`src/rtl/fp_sub_seq_pkg.sv`:
```
// Shared constants, FSM state codes and field helpers for the sequential FP subtractor.
package fp_sub_seq_pkg;

    localparam int E      = 8;
    localparam int M      = 23;
    localparam int BITS   = 32'sd1 + E + M;
    localparam int EB     = (32'sd1 <<< (E - 32'sd1)) - 32'sd1;
    localparam int MAXEXP = 32'sd2 * EB + 32'sd1;
    localparam int WM     = M + 32'sd2;

    localparam logic [E-1:0]  EXP_MAX   = E'(MAXEXP);
    localparam logic [E-1:0]  EXP_ZERO  = {E{1'b0}};
    localparam logic [E-1:0]  EXP_ONE   = {{(E-1){1'b0}}, 1'b1};
    localparam logic [WM-1:0] MANW_ZERO = {WM{1'b0}};

    localparam logic [2:0] ST_IDLE  = 3'd0;
    localparam logic [2:0] ST_ALIGN = 3'd1;
    localparam logic [2:0] ST_ADD   = 3'd2;
    localparam logic [2:0] ST_NORM  = 3'd3;
    localparam logic [2:0] ST_DONE  = 3'd4;

    function automatic logic fp_sign(input logic [BITS-1:0] v);
        return v[BITS-1];
    endfunction

    function automatic logic [E-1:0] fp_exp(input logic [BITS-1:0] v);
        return v[BITS-2:M];
    endfunction

    function automatic logic [M-1:0] fp_mant(input logic [BITS-1:0] v);
        return v[M-1:0];
    endfunction

    // Positive quiet NaN: all-ones exponent, mantissa MSB set.
    function automatic logic [BITS-1:0] fp_qnan();
        return {1'b0, {E{1'b1}}, 1'b1, {(M-1){1'b0}}};
    endfunction

    function automatic logic [BITS-1:0] fp_inf(input logic s);
        return {s, {E{1'b1}}, {M{1'b0}}};
    endfunction

endpackage

```
`src/rtl/fp_sub_seq_unpack.sv`:
```
// Combinational operand split: sign, exponent, {hidden,mantissa}; exp==0 is flushed to zero.
module fp_sub_seq_unpack
    import fp_sub_seq_pkg::*;
(
    input  logic [BITS-1:0] op,
    output logic            sign,
    output logic [E-1:0]    expo,
    output logic [M:0]      man,
    output logic            is_zero,
    output logic            is_special
);

    assign sign       = fp_sign(op);
    assign expo       = fp_exp(op);
    assign is_zero    = (fp_exp(op) == EXP_ZERO);
    assign is_special = (fp_exp(op) == EXP_MAX);
    assign man        = is_zero ? {(M+1){1'b0}} : {1'b1, fp_mant(op)};

endmodule

```
`src/rtl/fp_sub_seq.sv`:
```
// Iterative X - Y: one-bit-per-cycle alignment and normalization, valid/ready on both sides.
module fp_sub_seq
    import fp_sub_seq_pkg::*;
(
    input  logic            clk,
    input  logic            resetn,
    input  logic            in_valid,
    output logic            in_ready,
    input  logic [BITS-1:0] X,
    input  logic [BITS-1:0] Y,
    output logic            out_valid,
    input  logic            out_ready,
    output logic [BITS-1:0] result,
    output logic            zero,
    output logic            underflow,
    output logic            overflow,
    output logic            nan
);

    logic [2:0]      state_q, state_d;
    logic            sign_q, sign_d;
    logic            sub_q, sub_d;
    logic [E-1:0]    exp_q, exp_d;
    logic [E-1:0]    diff_q, diff_d;
    logic [WM-1:0]   ma_q, ma_d;
    logic [WM-1:0]   mb_q, mb_d;
    logic [BITS-1:0] result_q, result_d;
    logic            zero_q, zero_d;
    logic            underflow_q, underflow_d;
    logic            overflow_q, overflow_d;
    logic            nan_q, nan_d;
    logic            out_valid_q, out_valid_d;
    logic            in_ready_q, in_ready_d;

    logic            ux_sign, uy_sign, ux_zero, uy_zero, ux_special, uy_special;
    logic [E-1:0]    ux_exp, uy_exp;
    logic [M:0]      ux_man, uy_man;
    logic [E+M-1:0]  mag_x, mag_y;

    // Y enters with its sign flipped so the core only ever adds X + (-Y).
    fp_sub_seq_unpack u_unpack_x (
        .op(X), .sign(ux_sign), .expo(ux_exp), .man(ux_man),
        .is_zero(ux_zero), .is_special(ux_special)
    );

    fp_sub_seq_unpack u_unpack_y (
        .op({~Y[BITS-1], Y[BITS-2:0]}), .sign(uy_sign), .expo(uy_exp), .man(uy_man),
        .is_zero(uy_zero), .is_special(uy_special)
    );

    assign mag_x = ux_zero ? {(E+M){1'b0}} : {ux_exp, ux_man[M-1:0]};
    assign mag_y = uy_zero ? {(E+M){1'b0}} : {uy_exp, uy_man[M-1:0]};

    // Next-state and datapath: capture/swap, align B, add/subtract, normalize, hold result.
    always_comb begin
        state_d     = state_q;
        sign_d      = sign_q;
        sub_d       = sub_q;
        exp_d       = exp_q;
        diff_d      = diff_q;
        ma_d        = ma_q;
        mb_d        = mb_q;
        result_d    = result_q;
        zero_d      = zero_q;
        underflow_d = underflow_q;
        overflow_d  = overflow_q;
        nan_d       = nan_q;
        out_valid_d = out_valid_q;
        case (state_q)
            ST_IDLE: begin
                if (in_valid && in_ready_q) begin
                    sub_d = ux_sign ^ uy_sign;
                    if (ux_special || uy_special) begin
                        state_d     = ST_DONE;
                        result_d    = fp_qnan();
                        nan_d       = 1'b1;
                        out_valid_d = 1'b1;
                    end else if (mag_x >= mag_y) begin
                        state_d = ST_ALIGN;
                        sign_d  = ux_sign;
                        exp_d   = ux_exp;
                        diff_d  = ux_exp - uy_exp;
                        ma_d    = {1'b0, ux_man};
                        mb_d    = {1'b0, uy_man};
                    end else begin
                        state_d = ST_ALIGN;
                        sign_d  = uy_sign;
                        exp_d   = uy_exp;
                        diff_d  = uy_exp - ux_exp;
                        ma_d    = {1'b0, uy_man};
                        mb_d    = {1'b0, ux_man};
                    end
                end else begin
                    state_d = ST_IDLE;
                end
            end
            ST_ALIGN: begin
                // Stop early once B has shifted out entirely; otherwise one bit per cycle.
                if ((diff_q == EXP_ZERO) || (mb_q == MANW_ZERO)) begin
                    state_d = ST_ADD;
                end else begin
                    mb_d   = {1'b0, mb_q[WM-1:1]};
                    diff_d = diff_q - EXP_ONE;
                    if (diff_q == EXP_ONE) begin
                        state_d = ST_ADD;
                    end else begin
                        state_d = ST_ALIGN;
                    end
                end
            end
            ST_ADD: begin
                // A has the larger magnitude, so A - B cannot go negative.
                state_d = ST_NORM;
                if (sub_q) begin
                    ma_d = ma_q - mb_q;
                end else begin
                    ma_d = ma_q + mb_q;
                end
            end
            ST_NORM: begin
                if (ma_q == MANW_ZERO) begin
                    state_d     = ST_DONE;
                    result_d    = {BITS{1'b0}};
                    zero_d      = 1'b1;
                    out_valid_d = 1'b1;
                end else if (ma_q[M+1]) begin
                    ma_d  = {1'b0, ma_q[WM-1:1]};
                    exp_d = exp_q + EXP_ONE;
                end else if (!ma_q[M]) begin
                    if (exp_q <= EXP_ONE) begin
                        state_d     = ST_DONE;
                        result_d    = {BITS{1'b0}};
                        zero_d      = 1'b1;
                        underflow_d = 1'b1;
                        out_valid_d = 1'b1;
                    end else begin
                        ma_d  = {ma_q[WM-2:0], 1'b0};
                        exp_d = exp_q - EXP_ONE;
                    end
                end else begin
                    state_d     = ST_DONE;
                    out_valid_d = 1'b1;
                    if (exp_q == EXP_MAX) begin
                        result_d   = fp_inf(sign_q);
                        overflow_d = 1'b1;
                    end else begin
                        result_d = {sign_q, exp_q, ma_q[M-1:0]};
                    end
                end
            end
            ST_DONE: begin
                if (out_valid_q && out_ready) begin
                    state_d     = ST_IDLE;
                    out_valid_d = 1'b0;
                    result_d    = {BITS{1'b0}};
                    zero_d      = 1'b0;
                    underflow_d = 1'b0;
                    overflow_d  = 1'b0;
                    nan_d       = 1'b0;
                end else begin
                    state_d = ST_DONE;
                end
            end
            default: begin
                state_d     = ST_IDLE;
                out_valid_d = 1'b0;
            end
        endcase
        in_ready_d = (state_d == ST_IDLE);
    end

    // State and output registers with synchronous active-low reset.
    always_ff @(posedge clk) begin
        if (!resetn) begin
            state_q     <= ST_IDLE;
            sign_q      <= 1'b0;
            sub_q       <= 1'b0;
            exp_q       <= EXP_ZERO;
            diff_q      <= EXP_ZERO;
            ma_q        <= MANW_ZERO;
            mb_q        <= MANW_ZERO;
            result_q    <= {BITS{1'b0}};
            zero_q      <= 1'b0;
            underflow_q <= 1'b0;
            overflow_q  <= 1'b0;
            nan_q       <= 1'b0;
            out_valid_q <= 1'b0;
            in_ready_q  <= 1'b1;
        end else begin
            state_q     <= state_d;
            sign_q      <= sign_d;
            sub_q       <= sub_d;
            exp_q       <= exp_d;
            diff_q      <= diff_d;
            ma_q        <= ma_d;
            mb_q        <= mb_d;
            result_q    <= result_d;
            zero_q      <= zero_d;
            underflow_q <= underflow_d;
            overflow_q  <= overflow_d;
            nan_q       <= nan_d;
            out_valid_q <= out_valid_d;
            in_ready_q  <= in_ready_d;
        end
    end

    assign in_ready  = in_ready_q;
    assign out_valid = out_valid_q;
    assign result    = result_q;
    assign zero      = zero_q;
    assign underflow = underflow_q;
    assign overflow  = overflow_q;
    assign nan       = nan_q;

endmodule

```
`config.mk`:
```
export PLATFORM = sky130hd
export DESIGN_NAME = fp_sub_seq
export DESIGN_NICKNAME = d
export VERILOG_FILES = /design/src/rtl/fp_sub_seq_pkg.sv /design/src/rtl/fp_sub_seq_unpack.sv /design/src/rtl/fp_sub_seq.sv
export SDC_FILE = /design/constraint.sdc
export NUM_CORES = 1
export LEC_CHECK = 0
export ABC_AREA = 1
export CAP_MARGIN = 10
export CELL_PAD_IN_SITES_DETAIL_PLACEMENT = 0
export CELL_PAD_IN_SITES_GLOBAL_PLACEMENT = 2
export CORE_MARGIN = 2
export CORE_UTILIZATION = 31
export DETAILED_ROUTE_END_ITERATION = 10
export PLACE_DENSITY_LB_ADDON = 0.1
export SYNTH_ARGS = -nofsm -noshare
export SYNTH_HDL_FRONTEND = slang
export SYNTH_SLANG_ARGS = --single-unit
```
`constraint.sdc`:
```
create_clock -name clk -period 4 [get_ports clk]
set_input_delay 0.8 -clock clk [delete_from_list [all_inputs] [get_ports clk]]
set_output_delay 0.8 -clock clk [all_outputs]
set_load 0.02 [all_outputs]
```
## After elaboration in Yosys (flattened, before gate mapping)

Index checks and enable logic that the tools add are counted.

| storage, ports and cells | value |
|---|---|
| bits in registers | 109 |
| input bits | 68 |
| output and inout bits | 38 |
| word-level logic and storage cells | 154 |

| operators by class | value |
|---|---|
| $add $sub $neg | 7 |
| order comparisons | 2 |
| equality and inequality tests | 25 |
| mux-type cells | 71 |
| bitwise logic cells | 4 |
| reduce and logical (&&, ||, !) cells | 30 |

Operators by type and width:

| kind | number |
|---|---|
| $mux W32 | 7 |
| $mux W25 | 7 |
| $mux W24 | 7 |
| $pmux W32 S3 | 1 |
| $mux W31 | 3 |
| $mux W8 | 11 |
| $pmux W25 S3 | 1 |
| $logic_not A25 Y1 | 2 |
| $pmux W25 S2 | 1 |
| $reduce_and A6 Y1 | 6 |
| $pmux W8 S2 | 2 |
| $ge A31 B31 Y1 | 1 |
| $add A25 B25 Y25 | 1 |
| $sub A25 B25 Y25 | 1 |
| $eq A8 B8 Y1 const B | 3 |
| $logic_not A8 Y1 | 3 |
| $ne A2 B2 Y1 const B | 11 |
| $mux W3 | 7 |
| $mux W1 | 16 |
| $sub A8 B1 Y8 const B | 2 |
| $sub A8 B8 Y8 | 2 |
| $ne A3 B3 Y1 const B | 5 |
| $pmux W3 S5 | 1 |
| $reduce_and A4 Y1 | 3 |
| other kinds (21) | 35 |

## Depth between registers and ports, before layout

| logic depth | value |
|---|---|
| depth after elaboration | 8 |
| depth in mapped cells | 24 |

## Cells and area by module

Synthesis repeated with hierarchy kept, for this count alone.

| unflattened totals | value |
|---|---|
| cells, all modules | 1872 |
| area, all modules | 10965.5 um2 |

Modules (own cells, without submodules):

| module | instances | cells an instance | area each (um2) | seq. area each (um2) |
|---|---|---|---|---|
| fp_sub_seq | 1 | 1736 | 10327.4 | 2162.1 |
| fp_sub_seq_unpack | 2 | 68 | 319.1 | 0.0 |

## Worst setup path before layout

No wires, ideal clock.

| timing path | value |
|---|---|
| path type | input to register |
| from | in Y[28] |
| to | reg mb_q[1] |
| setup time | 70 ps |
| arrival | 3265 ps |
| required time | 3930 ps |
| path slack | 664 ps |
| stages | 19 |
| cells stage by stage | inv_1 > nand4_1 > nor2_1 > clkbuf_1 > nor2_1 > inv_1 > ha_1 > nand2_1 > nor2_1 > and2_1 > nand3_1 > nand2_1 > nor2_2 > nand2_2 > buf_2 > buf_2 > nand2_1 > nand3_1 > a21oi_1 |

| on the way | value |
|---|---|
| longest elaborated chain between the ends | 8 |
| elaborated cells between the ends (all ways) | 12 |
| classes of those cells | 1 x order compare; 2 x eq/ne; 6 x mux; 3 x reduce/logical |

Ends and longest elaborated chain:

| item | line | text |
|---|---|---|
| from (decl) | fp_sub_seq.sv:10 | `input logic [BITS-1:0] Y,` |
| $logic_not A8 Y1 | fp_sub_seq_unpack.sv:15 | `assign is_zero = (fp_exp(op) == EXP_ZERO);` |
| $mux W24 | fp_sub_seq_unpack.sv:17 | `assign man = is_zero ? {(M+1){1'b0}} : {1'b1, fp_mant(op)};` |
| $mux W31 | fp_sub_seq.sv:52 | `assign mag_y = uy_zero ? {(E+M){1'b0}} : {uy_exp, uy_man[M-1:0]};` |
| $ge A31 B31 Y1 | fp_sub_seq.sv:78 | `end else if (mag_x >= mag_y) begin` |
| $mux W24 | fp_sub_seq.sv:78 |  |
| $mux W25 | fp_sub_seq.sv:73 | `if (ux_special \|\| uy_special) begin` |
| $mux W25 | fp_sub_seq.sv:71 | `if (in_valid && in_ready_q) begin` |
| $pmux W25 S2 | fp_sub_seq.sv:69 | `case (state_q)` |
| to (signal assigned) | fp_sub_seq.sv:196 | `mb_q <= mb_d;` |
| to (decl) | fp_sub_seq.sv:26 | `logic [WM-1:0] mb_q, mb_d;` |

Several ways; a longest one is shown, not always the timed one. The select of a mux whose other input is x is not followed.
A chain may end at the register's enable or synchronous reset.

## Final worst setup path

| timing path | value |
|---|---|
| from | in X[29] |
| to | reg ma_q[8] |

| on the way | value |
|---|---|
| longest elaborated chain between the ends | 8 |
| elaborated cells between the ends (all ways) | 12 |
| classes of those cells | 1 x order compare; 2 x eq/ne; 6 x mux; 3 x reduce/logical |

Ends and longest elaborated chain:

| item | line | text |
|---|---|---|
| from (decl) | fp_sub_seq.sv:9 | `input logic [BITS-1:0] X,` |
| $logic_not A8 Y1 | fp_sub_seq_unpack.sv:15 |  |
| $mux W24 | fp_sub_seq_unpack.sv:17 |  |
| $mux W31 | fp_sub_seq.sv:51 | `assign mag_x = ux_zero ? {(E+M){1'b0}} : {ux_exp, ux_man[M-1:0]};` |
| $ge A31 B31 Y1 | fp_sub_seq.sv:78 |  |
| $mux W24 | fp_sub_seq.sv:78 |  |
| $mux W25 | fp_sub_seq.sv:73 |  |
| $mux W25 | fp_sub_seq.sv:71 |  |
| $pmux W25 S3 | fp_sub_seq.sv:69 |  |
| to (signal assigned) | fp_sub_seq.sv:195 | `ma_q <= ma_d;` |
| to (decl) | fp_sub_seq.sv:25 | `logic [WM-1:0] ma_q, ma_d;` |

Several ways; a longest one is shown, not always the timed one. The select of a mux whose other input is x is not followed.

==> impl_metrics.json <==
{
  "status": "finished clean",
  "hp-class": "reg -> reg",
  "antenna_cells": 0,
  "regArea_mm2": 0.00216,
  "placed_cell_area_mm2": 0.0122,
  "cts-root-buf": "clkbuf_16",
  "worst_slack_ns": 0.363,
  "r2r_start": "mb_q[0]",
  "synth_area_per_cell_um2": 5.73,
  "cts.sinks": 108,
  "relSlewSlack_pct": 27.2,
  "clk_pin_slew_ns": 0.08,
  "slowest_delay_ns": 0.42,
  "rows": 67,
  "ys_types": 39,
  "cp_slowest_cell": "clkdlybuf4s50_1",
  "fin_cells": 2375,
  "crit_top_cell": "nand2_1",
  "die_x_um": 188,
  "grt_pass1_wl_um": 63800,
  "fp.dieH_um": 188,
  "grt_pass1_vias": 11300,
  "coreArea_mm2": 0.0335,
  "ctsHoldBuffers": 0,
  "seq_power_share_pct": 19.2,
  "worstPathRequired_ns": 4.26,
  "syn2layout_area_growth_pct": 19.2,
  "die_area_mm2": 0.0355,
  "combPwrFrac_pct": 70.0,
  "worstPathMaxFanout": 34,
  "path_delay_family": "simple AND/OR/NAND/NOR gates",
  "antenna_found_initial": 0,
  "drtIter0Drc": 738,
  "multi_input_area_mm2": 0.00701,
  "drive_above_1_share_pct": 5.14,
  "cts_buffers": 9,
  "drc": 0,
  "clock_latency_ns": 0.37,
  "netlist_area_mm2": 0.0106,
  "path_cells": "clkdlybuf4s50_1 > inv_1 > nand4_1 > nor2_1 > inv_1 > buf_12 > nand2_1 > inv_1 > ha_1 > a21o_1 > nor2_1 > nand2_1 > nand2_1 > nand2_1 > nand2_2 > nand2_2 > buf_12 > nand2_1 > nand3_1 > nand2_1 > a21oi_1",
  "fmax_mhz": 275,
  "critPathArrivalTime_ns": 3.90,
  "placed_cells": 2358,
  "layout_min_cycle_time_ns": 3.64,
  "intPower_mw": 4.01,
  "routed_wl_um": 40600,
  "worstSetupStartpointType": "primary input",
  "fin_skew_ns": 0.0143,
  "crit_buf_inv": 6,
  "cp-startpoint": "X[29]",
  "ant_nets": 0,
  "worst_slew_pin_slew_ns": 1.09,
  "synth_fp_nets": 1986,
  "groute.usage.overall_pct": 22.7,
  "setup_viol": 0,
  "yosysSeqAreaShare_pct": 20.5,
  "clkPwrFrac_pct": 10.8,
  "gp_congestion": 0.873,
  "p_leak_nw": 6.17,
  "overflow": 0,
  "design_area_mm2": 0.0126,
  "numPortBuffers": 105,
  "final.fill_count": 3787,
  "fin_crit_sh_pct": 90.9,
  "pin_count": 106,
  "slew_violations": 0,
  "postCtsSetupRepairBufs": 0,
  "peakVddDrop_mv": 0.271,
  "cts_tree": "built",
  "cp-end-kind": "flip-flop",
  "power_density_mw_per_mm2": 725,
  "grt_start_max_net_pins": 68,
  "post-place-ws_ns": -0.0389,
  "finalHoldViolations": 0,
  "maxCapViolCount": 0,
  "drtPass1Iterations": 5,
  "power.switching_mw": 5.12,
  "cts-htree-levels": 3,
  "dp_hpwl_um": 32300,
  "min_from": "overflow",
  "worstSetupPathType": "in -> reg",
  "ys_ff_latch": 108,
  "wl_per_cell_um": 17.1,
  "p_sw_share_pct": 56.1,
  "via_count": 11900,
  "nNetsFinal": 2068,
  "viasPerCell": 5.00,
  "clockBufferDepth": 2,
  "ys.warnings.count": 0,
  "synthCells": 1840,
  "start_util_pct": 31.5
}
==> path summary, 6_finish.rpt <==
check	end	slack, ns	cells after the start
worst max-delay path	ma_q[8]	0.36	21
worst min-delay path	overflow	0.45	2
worst max register to register	ma_q[20]	0.46	23
worst min register to register	overflow	0.45	2
==> power by group through the flow <==
stage	Clock [mW]	Combinational, mW	Sequential (mW)
after floorplan	0	4.37	1.72
after global placement	0	6.31	1.77
after detailed placement	0	6.30	1.76
after CTS	1.02	6.33	1.74
after global routing	1.06	7.18	1.80
final	0.986	6.39	1.75
==> worst register-to-register path, cell delays in order, from the launching register on <==
cell,delay (ns)
dfxtp_1,0.33
inv_1,0.11
ha_1,0.17
inv_1,0.04
nor2_1,0.15
nand2_1,0.11
inv_1,0.07
nand4_1,0.15
nand3b_1,0.27
o21ai_1,0.17
xor2_1,0.18
inv_1,0.08
ha_1,0.37
nand2_1,0.11
inv_1,0.06
nand2_1,0.09
nor3_1,0.23
nand4_1,0.25
nand3_1,0.15
nand2_1,0.06
nand3_1,0.10
nand3_1,0.09
nand2_1,0.07
inv_1,0.04
==> layout make-up <==
type	instances	share of cell area, %
well taps	448	4.46
inverters	271	8.09
repair buffers	157	12.1
multi-input cells	1375	55.7
clock buffers	10	1.90
flip-flops and latches	108	17.2
clock inverters	6	0.627
==> synthesized netlist by cell type <==
cell / instances / area (um^2)
nor4_1: 3 / 18.8
nor2_1: 171 / 642
o22ai_1: 2 / 12.5
nand3_1: 153 / 766
nand2_1: 514 / 1930
o211ai_1: 6 / 45.0
ha_1: 75 / 938
o21ba_2: 1 / 10.0
buf_1: 4 / 15.0
and2_1: 2 / 12.5
o21bai_1: 1 / 7.51
nand4_1: 58 / 363
fa_1: 3 / 60.1
o221ai_1: 11 / 96.3
clkinv_1: 3 / 11.3
a21o_1: 3 / 22.5
nand3_2: 2 / 20.0
or2_2: 12 / 75.1
nand2_2: 2 / 12.5
inv_2: 4 / 15.0
o21a_1: 1 / 7.51
xor2_1: 29 / 254
o21ai_0: 91 / 455
nor3_2: 1 / 10.0
clkbuf_1: 48 / 180
buf_2: 30 / 150
buf_4: 4 / 30.0
o21ai_2: 1 / 8.76
a21oi_1: 190 / 951
xnor2_1: 8 / 70.1
o21ai_1: 7 / 35.0
inv_1: 264 / 991
a31oi_1: 4 / 25.0
nor2_2: 3 / 18.8
nor3_1: 11 / 55.1
nand3b_1: 8 / 60.1
o31ai_1: 1 / 7.51
dfxtp_1: 108 / 2160
nor3b_1: 1 / 7.51
==> layer usage <==
metal	share of wire (%)	vias up	global-route usage, %
met2	42	306	34.6
li1	-	6096	-
met1	51	5418	33.6
met3	3.9	45	1.94
met5	0	-	0
met4	2.6	0	7.21
==> cells by family (layout without fill, tap and decap cells) <==
group,after synthesis,in the layout,share of synthesized area [%]
AOI/OAI and AO/OA,319,319,16.0
xor gates and xnor gates,37,37,3.07
adders and majority gates,78,78,9.46
buffers and inverters,357,444,13.2
DFF,108,108,20.5
and+or+nand+nor,941,941,37.8
==> per-stage QoR <==
stage          power [mW]  util [%]   TNS (ns)  hold slack (ns)
2_1_floorplan        6.10         -          0            0.459
3_3_place_gp         8.08      36.5    -0.0541            0.442
3_5_place_dp         8.06      36.5    -0.0389            0.444
4_1_cts              9.09      37.4          0            0.457
5_1_grt              10.0      37.5  -0.000695            0.481
6_report             9.12      37.5          0            0.453
==> state kept, by name, summed over array words and instances, names as in the netlist, 3 cells and up <==
name     cells
result      32
ma_q        25
mb_q        24
diff_q       8
exp_q        8
state_q      3
==> timing repair <==
action	CTS	global route
resized for setup	0	3
endpoints found under the hold margin	0	0
setup endpoints to repair	0	3
==> placed cells by master (no fill, tap or decap), drive strengths merged, types with 29 or more instances in the layout <==
cell type | Yosys | final
o21ai | 99 | 99
a21oi | 190 | 190
nor2 | 174 | 174
ha | 75 | 75
xor2 | 29 | 29
dfxtp | 108 | 108
nand2 | 516 | 516
nand4 | 58 | 58
buf | 38 | 52
nand3 | 155 | 155
inv | 268 | 271
clkdlybuf4s50 | 0 | 104
Note: power is estimated with default switching activity, not from simulation.
